File: src/rtl/mem_arbiter_if.sv
// Cache-side and memory-side signals of the shared slow_memory arbiter.
// slave = arbiter view; master = the caches/memory environment driving it.
interface mem_arbiter_if #(
    parameter int ADDR_W = 28,
    parameter int DATA_W = 128
) ();
    logic              i_read;
    logic [ADDR_W-1:0] i_addr;
    logic [DATA_W-1:0] i_rdata;
    logic              i_ready;

    logic              d_read;
    logic              d_write;
    logic [ADDR_W-1:0] d_addr;
    logic [DATA_W-1:0] d_wdata;
    logic [DATA_W-1:0] d_rdata;
    logic              d_ready;

    logic              mem_read;
    logic              mem_write;
    logic [ADDR_W-1:0] mem_addr;
    logic [DATA_W-1:0] mem_wdata;
    logic [DATA_W-1:0] mem_rdata;
    logic              mem_ready;

    modport slave (
        input  i_read, i_addr, d_read, d_write, d_addr, d_wdata, mem_rdata, mem_ready,
        output i_rdata, i_ready, d_rdata, d_ready, mem_read, mem_write, mem_addr, mem_wdata
    );

    modport master (
        output i_read, i_addr, d_read, d_write, d_addr, d_wdata, mem_rdata, mem_ready,
        input  i_rdata, i_ready, d_rdata, d_ready, mem_read, mem_write, mem_addr, mem_wdata
    );
endinterface

File: src/rtl/mem_arbiter.sv
// Shares one slow_memory between I-cache and D-cache; one arbitration cycle, grant held until mem_ready.
// Strobes/ready are combinational from state; requesters are backpressured simply by holding their request.
module mem_arbiter #(
    parameter int ADDR_W    = 28,
    parameter int DATA_W    = 128,
    parameter int PRIO_MODE = 0,
    parameter int CNT_W     = 16
) (
    input  logic             clk,
    input  logic             rst_n,
    mem_arbiter_if.slave     bus,
    output logic [CNT_W-1:0] i_wait_cnt,
    output logic [CNT_W-1:0] d_wait_cnt
);
    typedef enum logic [1:0] {IDLE = 2'd0, GNT_I = 2'd1, GNT_D = 2'd2} state_t;
    typedef enum logic {SIDE_I = 1'b0, SIDE_D = 1'b1} side_t;

    localparam logic [CNT_W-1:0] CNT_ONE = {{(CNT_W-1){1'b0}}, 1'b1};

    state_t            state_q, state_d;
    side_t             last_q, last_d;
    logic [CNT_W-1:0]  i_cnt_q, i_cnt_d;
    logic [CNT_W-1:0]  d_cnt_q, d_cnt_d;
    logic              req_i, req_d;
    logic [ADDR_W-1:0] addr_sel;
    logic [DATA_W-1:0] wdata_sel;
    logic              rd_sel, wr_sel;

    assign req_i = bus.i_read;
    assign req_d = bus.d_read | bus.d_write;

    always_comb begin
        state_d = state_q;
        last_d  = last_q;
        case (state_q)
            IDLE: begin
                // Tie: D wins in fixed-priority mode, otherwise the side that did not go last.
                if (req_i && req_d) begin
                    state_d = (PRIO_MODE != 0 || last_q == SIDE_I) ? GNT_D : GNT_I;
                end else if (req_i) begin
                    state_d = GNT_I;
                end else if (req_d) begin
                    state_d = GNT_D;
                end
            end
            GNT_I: begin
                if (bus.mem_ready) begin
                    state_d = IDLE;
                    last_d  = SIDE_I;
                end
            end
            GNT_D: begin
                if (bus.mem_ready) begin
                    state_d = IDLE;
                    last_d  = SIDE_D;
                end
            end
            default: state_d = IDLE;
        endcase
    end

    always_comb begin
        i_cnt_d = i_cnt_q;
        d_cnt_d = d_cnt_q;
        if (req_i && state_q != GNT_I && i_cnt_q != '1) begin
            i_cnt_d = i_cnt_q + CNT_ONE;
        end
        if (req_d && state_q != GNT_D && d_cnt_q != '1) begin
            d_cnt_d = d_cnt_q + CNT_ONE;
        end
    end

    always_ff @(posedge clk or negedge rst_n) begin
        if (!rst_n) begin
            state_q <= IDLE;
            last_q  <= SIDE_I;
            i_cnt_q <= '0;
            d_cnt_q <= '0;
        end else begin
            state_q <= state_d;
            last_q  <= last_d;
            i_cnt_q <= i_cnt_d;
            d_cnt_q <= d_cnt_d;
        end
    end

    // Write wins when the D side raises both read and write.
    always_comb begin
        rd_sel    = 1'b0;
        wr_sel    = 1'b0;
        addr_sel  = '0;
        wdata_sel = '0;
        case (state_q)
            GNT_I: begin
                rd_sel   = 1'b1;
                addr_sel = bus.i_addr;
            end
            GNT_D: begin
                wr_sel    = bus.d_write;
                rd_sel    = bus.d_read & ~bus.d_write;
                addr_sel  = bus.d_addr;
                wdata_sel = bus.d_wdata;
            end
            default: ;
        endcase
    end

    assign bus.mem_read  = rd_sel;
    assign bus.mem_write = wr_sel;
    assign bus.mem_addr  = addr_sel;
    assign bus.mem_wdata = wdata_sel;

    assign bus.i_ready = bus.mem_ready & (state_q == GNT_I);
    assign bus.d_ready = bus.mem_ready & (state_q == GNT_D);
    assign bus.i_rdata = bus.mem_rdata;
    assign bus.d_rdata = bus.mem_rdata;

    assign i_wait_cnt = i_cnt_q;
    assign d_wait_cnt = d_cnt_q;
endmodule
File: src/flat_wrapper.sv
// flat-port wrapper written by rule: the top's interface ports become plain ports
module mem_arbiter_flat 
#(
    parameter int ADDR_W    = 28,
    parameter int DATA_W    = 128,
    parameter int PRIO_MODE = 0,
    parameter int CNT_W     = 16
)
  (clk, rst_n, i_wait_cnt, d_wait_cnt, bus_i_read, bus_i_addr, bus_d_read, bus_d_write, bus_d_addr, bus_d_wdata, bus_mem_rdata, bus_mem_ready, bus_i_rdata, bus_i_ready, bus_d_rdata, bus_d_ready, bus_mem_read, bus_mem_write, bus_mem_addr, bus_mem_wdata);
  mem_arbiter_if #(.ADDR_W(ADDR_W), .DATA_W(DATA_W)) bus_i ();
  input  logic clk;
  input  logic rst_n;
  output logic [CNT_W-1:0] i_wait_cnt;
  output logic [CNT_W-1:0] d_wait_cnt;
  input wire logic [$bits(bus_i.i_read)-1:0] bus_i_read;
  input wire logic [$bits(bus_i.i_addr)-1:0] bus_i_addr;
  input wire logic [$bits(bus_i.d_read)-1:0] bus_d_read;
  input wire logic [$bits(bus_i.d_write)-1:0] bus_d_write;
  input wire logic [$bits(bus_i.d_addr)-1:0] bus_d_addr;
  input wire logic [$bits(bus_i.d_wdata)-1:0] bus_d_wdata;
  input wire logic [$bits(bus_i.mem_rdata)-1:0] bus_mem_rdata;
  input wire logic [$bits(bus_i.mem_ready)-1:0] bus_mem_ready;
  output wire logic [$bits(bus_i.i_rdata)-1:0] bus_i_rdata;
  output wire logic [$bits(bus_i.i_ready)-1:0] bus_i_ready;
  output wire logic [$bits(bus_i.d_rdata)-1:0] bus_d_rdata;
  output wire logic [$bits(bus_i.d_ready)-1:0] bus_d_ready;
  output wire logic [$bits(bus_i.mem_read)-1:0] bus_mem_read;
  output wire logic [$bits(bus_i.mem_write)-1:0] bus_mem_write;
  output wire logic [$bits(bus_i.mem_addr)-1:0] bus_mem_addr;
  output wire logic [$bits(bus_i.mem_wdata)-1:0] bus_mem_wdata;
  assign bus_i.i_read = bus_i_read;
  assign bus_i.i_addr = bus_i_addr;
  assign bus_i.d_read = bus_d_read;
  assign bus_i.d_write = bus_d_write;
  assign bus_i.d_addr = bus_d_addr;
  assign bus_i.d_wdata = bus_d_wdata;
  assign bus_i.mem_rdata = bus_mem_rdata;
  assign bus_i.mem_ready = bus_mem_ready;
  assign bus_i_rdata = bus_i.i_rdata;
  assign bus_i_ready = bus_i.i_ready;
  assign bus_d_rdata = bus_i.d_rdata;
  assign bus_d_ready = bus_i.d_ready;
  assign bus_mem_read = bus_i.mem_read;
  assign bus_mem_write = bus_i.mem_write;
  assign bus_mem_addr = bus_i.mem_addr;
  assign bus_mem_wdata = bus_i.mem_wdata;
  mem_arbiter #(.ADDR_W(ADDR_W), .DATA_W(DATA_W), .PRIO_MODE(PRIO_MODE), .CNT_W(CNT_W)) u_core (.clk(clk), .rst_n(rst_n), .bus(bus_i), .i_wait_cnt(i_wait_cnt), .d_wait_cnt(d_wait_cnt));
endmodule
File: config.mk
export PLATFORM = sky130hd
export DESIGN_NAME = mem_arbiter_flat
export DESIGN_NICKNAME = d
export VERILOG_FILES = /design/src/rtl/mem_arbiter_if.sv /design/src/rtl/mem_arbiter.sv /design/src/flat_wrapper.sv
export SDC_FILE = /design/constraint.sdc
export NUM_CORES = 1
export LEC_CHECK = 0
export CORE_AREA = 5 5 292 294
export CTS_CLUSTER_SIZE = 24
export DETAILED_ROUTE_END_ITERATION = 10
export DIE_AREA = 0 0 297 299
export PLACE_DENSITY = 0.3
export SETUP_SLACK_MARGIN = 0.02
export SLEW_MARGIN = 20
export SYNTH_ARGS = -nofsm -noshare
export SYNTH_HDL_FRONTEND = slang
export SYNTH_SLANG_ARGS = --single-unit
File: constraint.sdc
create_clock -name clk -period 2.1 [get_ports clk]
set_clock_uncertainty 0.1 [all_clocks]
set_input_delay 0.42 -clock clk [delete_from_list [all_inputs] [get_ports clk]]
set_output_delay 0.42 -clock clk [all_outputs]
set_load 0.01 [all_outputs]
==> results of run 1 <==
metrics by stage:
step | power (uW) | std cells
2_1_floorplan | 3610 | 636
3_3_place_gp | 6520 | 1852
3_5_place_dp | 6530 | 1852
4_1_cts | 9690 | 1901
5_1_grt | 11200 | 1915
6_report | 10500 | 1935
state kept, by name, summed over array words and instances, names as in the netlist:
register and cells:
u_core.last_q 1, u_core.d_wait_cnt 16, u_core.state_q 2, u_core.i_wait_cnt 16
cells in the mapped netlist, types with 5 or more instances:
library cell  number  area [um2]
clkbuf_1          23        86.3
nand4_1            6        37.5
nor3_1            10        50.1
a21oi_1            8        40.0
nand3_1            8        40.0
and2_1           131         820
inv_1              7        26.3
xor2_1            22         193
buf_4            256        1920
nor2_1            12        45.0
nor4_1             5        31.3
a22oi_1           28         210
nor2b_1           28         175
dfrtp_1           35         876
nand2_1           13        48.8
ha_1               6        75.1
worst max-delay path, stage by stage, from the launching register on:
cell     delay, ns
dfrtp_1       0.41
buf_6         0.14
ha_4          0.18
buf_12        0.16
buf_16        0.16
buf_12        0.12
and2_4        0.13
buf_6         0.11
worst min path at each step:
stage	to
6_report	u_core.d_wait_cnt[15]
5_1_grt	u_core.d_wait_cnt[15]
4_1_cts	u_core.d_wait_cnt[15]
3_5_place_dp	u_core.d_wait_cnt[15]
3_3_place_gp	u_core.d_wait_cnt[15]
2_1_floorplan	u_core.d_wait_cnt[0]
layer usage:
metal,track usage (%),vias up
li1,-,2238
met1,10.5,2337
met2,11.1,452
met3,8.03,88
met4,1.37,38
met5,0.108,-
repair_timing:
action | 4_1_cts | 5_1_grt
gates cloned | 18 | 7
endpoints found under the setup margin | 168 | 181
pin swaps | 2 | 40
buffers inserted | 24 | 8
hold buffers | 0 | 0
gates resized for setup | 760 | 168
power by group through the flow:
| stage | Combinational (uW) | Clock, uW | Sequential [uW] |
|---|---|---|---|
| 2_1_floorplan | 2470 | 0 | 1140 |
| 3_3_place_gp | 5410 | 0 | 1110 |
| 3_5_place_dp | 5420 | 0 | 1110 |
| 4_1_cts | 7810 | 774 | 1100 |
| 5_1_grt | 9220 | 790 | 1150 |
| 6_report | 8640 | 737 | 1110 |
final cells by class:
class	count	share of cell area, %
inverter	7	0.296
timing repair buffer	470	49.6
multi-input combinational	315	27.2
antenna	20	0.474
sequential	35	8.30
tap	1080	12.8
clock inverter	1	0.0474
clock buffer	7	1.26
cell families (layout without fill, tap and decap cells):
family	count (synthesis)	in the layout
and+or+nand+nor	236	236
xor gates and xnor gates	23	23
DFF	35	35
muxes	4	4
other	0	20
adders and majority gates	6	6
buffers and inverters	286	485
AOI/OAI and AO/OA	46	46
==> metrics.md, run 1 <==
| Metric | Value |
|---|---|
| Clk buf depth | `2` |
| Kind of end point of the critical path | `output pin` |
| Fmax | `444 MHz` |
| Worst min path class | `register to register` |
| Drt initial violations | `191` |
| Mapped Nets | `960` |
| Fraction of layout cells with a size suffix above 1 | `53.8%` |
| Failing checks | `negative setup slack` |
| Placed cell area | `8450 um2` |
| Wire per inst | `21.5 um` |
| Worst hold slack | `0.416 ns` |
| Synth Area in XOR/XNOR | `4.00%` |
| Sw Ratio | `39.6%` |
| Worst setup SP type | `register` |
| WP data required | `1.58 ns` |
| Clk sink count | `35` |
| DR top layer | `met5` |
| Syn Std Cell Area | `5030 um2` |
| Final Util | `12.8%` |
| Post-synthesis simple-gate area fraction | `29.3%` |
| Fin nets | `1,158` |
| Post-Synth Adder-Cell Area | `1.49%` |
| Comb pwr share | `82.4%` |
| Compound-gate portion of the synthesized area | `6.34%` |
| Most common cell after layout, fill and taps aside | `clkdlybuf4s50_1` |
| Most frequent cells in the layout | `clkdlybuf4s50_1 (221), buf_6 (141), and2_4 (127), dfrtp_1 (35), buf_2 (31)` |
| Worst setup margin | `-0.153 ns` |
| Antenna Nets Post-Route | `0` |
| Antenna violations before repair | `50` |
| Tcrit/Tclk final | `107%` |
| Largest net degree at the start of global routing | `36` |
| Die H | `299 um` |
| Met3 WL | `7.75 mm` |
| Initial DRT Pass Iterations | `4` |
| Num CTS Buffers | `5` |
| Reg area | `876 um2` |
| GPL Wtd Cong | `0.717` |
| Die X | `297 um` |
| Worst Setup SP | `u_core.state_q[1]` |
| Placement Rows | `106` |
| CTS Root Cell | `clkbuf_16` |
| Core box area | `82,600 um2` |
| Final Cell Area | `10,600 um2` |
| Net Sw Power | `4150 uW` |
| Worst Setup EP | `bus_mem_wdata[110]` |
| Clock transition at path regs | `0.06 ns` |
| Pre-CTS setup slack | `-0.289 ns` |
| Via count | `5,153` |
| DRC Markers | `0` |
| Worst Hold Depth | `1` |
| Vias in the first global route | `5,480` |
| Clk pwr share | `7.0%` |
| Max-Cap Viols | `0` |
| Arr. time, crit path | `1.73 ns` |
| Hold Path Origin | `u_core.d_wait_cnt[15]` |
| GR Overflow Total | `0` |
| Register bit count reported by yosys | `35` |
| Internal cell power | `6340 uW` |
| Post-synth EDFFs | `0` |
| Met2 WL post-DR | `15.7 mm` |
| Routed WL | `41.5 mm` |
| PortBufs | `381` |
| Cell variety after synth | `40` |
| Fillers | `9,396` |
| R2R depth | `9` |
| RSZ-0062 raised after global routing | `yes` |
| Pwr Density | `994 nW/um2` |
| Synth Area per Inst | `7.91 um2` |
| Final Hold Fails | `0` |
| Fin Setup TNS | `-13.36 ns` |
| Worst setup path class | `register to output pin` |
| Status | `finished, violations left` |
| Crit-path max FO | `8` |
| FFs w/ async S/R, synth | `100%` |
| Syn-to-layout area delta | `110%` |
| Total GRT Usage | `8.59%` |
| CTS tree | `yes` |
| Full die area | `88,800 um2` |
| Largest family of logic cells by synthesized area | `buffers and inverters` |
| M1 wire length | `17.2 mm` |
| Dpl hpwl | `32.9 mm` |
| Via density | `2.66` |
| Leak | `0.00419 uW` |
| Clk Latency, worst-skew pair | `0.28 ns` |
| RR Endpoint | `u_core.d_wait_cnt[6]` |
| Final Setup Violations | `152` |
| Synth warn | `0` |
| Mux cell area share after synthesis | `0.995%` |
| Mapped Cells | `636` |
| Global-route wire length before repair | `52.4 mm` |
| H-Tree Depth | `2` |
| VDD IR-drop max | `0.429 mV` |
| Worst-Margin Slew | `0.503 ns` |
| Starting Density | `6.09%` |
| RR Startpoint | `u_core.state_q[1]` |
| Reg power frac | `10.6%` |
| R2R Setup Slk | `0.03 ns` |
| Final Critical Period | `2.25 ns` |
| Multi-input logic area | `2870 um2` |
| Main synth FF type | `dfrtp_1` |
| Worst slew margin | `66.5%` |
| Final Max Tran Viols | `0` |
| Post-synthesis sequential area ratio | `17.4%` |
| Top-Level Pins | `766` |
(Power assumes the default switching activity.)
==> inputs of run 2 (changes only) <==
clock period = 2.5 ns   (was 2.1 ns; I/O delays follow)
==> run 2 against run 1 <==
Against the previous run:
- the run now ends clean
- sequential share of layout area increased by 1.7 points
- final cell count fell by 2.9%
- global-route usage is 0.46 points lower
- die area unchanged
- design area fell by 17%
- count of clock-buffer cells in the layout is 1 higher
- register-to-register slack better by 0.27 ns
- setup slack gained 0.24 ns
- clock power down 9.5%
- routed wire length is 7.2% lower
- first-iteration DRC count grew 38%
- highest routed layer unchanged
==> metrics.md, run 2 (synthesis results as in run 1) <==
| Metric | Value |
|---|---|
| Multi-input logic area | `2180 um2` |
| Pwr Density | `729 nW/um2` |
| Syn-to-layout area delta | `75.1%` |
| Fraction of layout cells with a size suffix above 1 | `14.6%` |
| Core box area | `82,600 um2` |
| Dpl hpwl | `32.6 mm` |
| Max-Cap Viols | `0` |
| Placement Rows | `106` |
| Worst setup path class | `register to output pin` |
| Final Hold Fails | `0` |
| Most frequent cells in the layout | `clkdlybuf4s50_1 (221), and2_1 (127), dlygate4sd2_1 (84), buf_4 (47), dfrtp_1 (33)` |
| Via density | `2.60` |
| GR Overflow Total | `0` |
| Worst hold slack | `0.422 ns` |
| Fillers | `9,553` |
| Clk sink count | `35` |
| Worst slew margin | `51.2%` |
| Worst-Margin Slew | `0.727 ns` |
| Antenna violations before repair | `49` |
| Worst setup SP type | `register` |
| CTS Root Cell | `clkbuf_16` |
| Crit path max-delay family | `buffers and inverters` |
| Slowest CP cell | `dfrtp_2` |
| Wire per inst | `20.5 um` |
| Status | `completed` |
| Antenna Nets Post-Route | `0` |
| Reg area | `878 um2` |
| CTS tree | `yes` |
| RSZ-0062 raised after global routing | `yes` |
| Drt initial violations | `264` |
| Routed WL | `38.6 mm` |
| Starting Density | `6.09%` |
| Total GRT Usage | `8.13%` |
| Final Critical Period | `2.41 ns` |
| GPL Wtd Cong | `0.704` |
| Global-route wire length before repair | `49.8 mm` |
| Worst min path class | `register to register` |
| Most common cell after layout, fill and taps aside | `clkdlybuf4s50_1` |
| Final Max Tran Viols | `0` |
| Via count | `4,886` |
| DRC Markers | `0` |
| H-Tree Depth | `2` |
| Leak | `0.00405 uW` |
| R2R Setup Slk | `0.30 ns` |
| Fin nets | `1,106` |
| Fmax | `415 MHz` |
| Tcrit/Tclk final | `96.3%` |
| VDD IR-drop max | `0.217 mV` |
| Die X | `297 um` |
| Clock transition at path regs | `0.06 ns` |
| Crit-path max FO | `19` |
| Kind of end point of the critical path | `output pin` |
| Clk buf depth | `2` |
| Die H | `299 um` |
| Final Setup Violations | `0` |
| WP data required | `1.90 ns` |
| Vias in the first global route | `5,297` |
| Num CTS Buffers | `5` |
| PortBufs | `381` |
| Max incr delay on CP | `0.40 ns` |
| CP Cell Sequence | `clkinv_4, ha_4, buf_4, buf_12, buf_16, and2_1, dlygate4sd2_1` |
| Clk Latency, worst-skew pair | `0.28 ns` |
| Largest net degree at the start of global routing | `36` |
| Full die area | `88,800 um2` |
| Initial DRT Pass Iterations | `4` |
| Top-Level Pins | `766` |
| CP bufs+invs | `5` |
| Final Util | `10.7%` |
| Cts hold-fix bufs | `0` |
| Arr. time, crit path | `1.81 ns` |
==> run 2: changes by cell type in the layout (fill, tap and decap cells not counted), sizes merged <==
cell           delta
dlygate4sd2      +84
clkbuf            -7
dlymetal6s2s     +29
clkdlybuf4s15     +1
bufbuf            +2
buf             -160
diode             -5
inv               -1
==> run 2: worst reg2reg max path, delay by kind of cell, from the launching register on <==
family | cells | cell delay [ns]
adder cells (fa/ha/maj) | 1 | 0.18
AO/OA/AOI/OAI | 1 | 0.31
AND/OR/NAND/NOR | 2 | 0.61
buffers and inverters | 3 | 0.37
flip-flops | 1 | 0.40
XOR/XNOR | 1 | 0.17
==> run 2: through the flow <==
stage                     worst slack [ns]  std cells  total power [uW]  TNS (ns)  instance area, um2
after global routing               0.00930       1863              6920         0                8770
final                               0.0918       1878              6420         0                8810
after detailed placement            0.0263       1836              5420         0                8330
after CTS                           -0.240       1856              6520     -5.82                8650
after floorplan                      0.394        636              3030         0                5030
after global placement             -0.0342       1836              5400   -0.0342                8330
==> run 2: area by class of cell <==
class                      instances  area share (%)
timing repair buffer             418            47.4
multi-input combinational        315            24.8
tap                             1080            15.3
sequential                        35            9.97
clock buffer                       8            1.78
antenna                           15           0.426
inverter                           7           0.355
==> run 2: power by group <==
part	internal [uW]	leakage [uW]	switching [uW]
logic	2520	0.00354	2280
clock network	425	0.0000773	243
registers	721	0.000437	234
==> run 2: path summary, 6_finish.rpt <==
path | from | end | depth (start not counted)
worst max-delay path | u_core.state_q[0] | bus_mem_wdata[78] | 7
worst min-delay path | u_core.d_wait_cnt[0] | u_core.d_wait_cnt[0] | 1
worst max register to register | u_core.state_q[0] | u_core.d_wait_cnt[8] | 8
worst min register to register | u_core.d_wait_cnt[0] | u_core.d_wait_cnt[0] | 1
max in group asynchronous | rst_n | u_core.state_q[0] | 2
min in group asynchronous | rst_n | u_core.d_wait_cnt[15] | 2
==> run 2: layer usage <==
metal,GRT usage (%),share of wire [%],up-vias
li1,-,-,2112
met1,9.61,40,2194
met2,10.8,38,457
met3,7.71,20,87
met4,1.11,1.3,36
met5,0.108,0.61,-
==> run 2: what timing repair did <==
| item | 4_1_cts | 5_1_grt |
|---|---|---|
| setup endpoints to repair | 133 | 41 |
| buffers inserted | 6 | 7 |
| pin swaps | 1 | 0 |
| hold endpoints to repair | 0 | 0 |
| gates cloned | 6 | 1 |
| gates resized for setup | 165 | 48 |
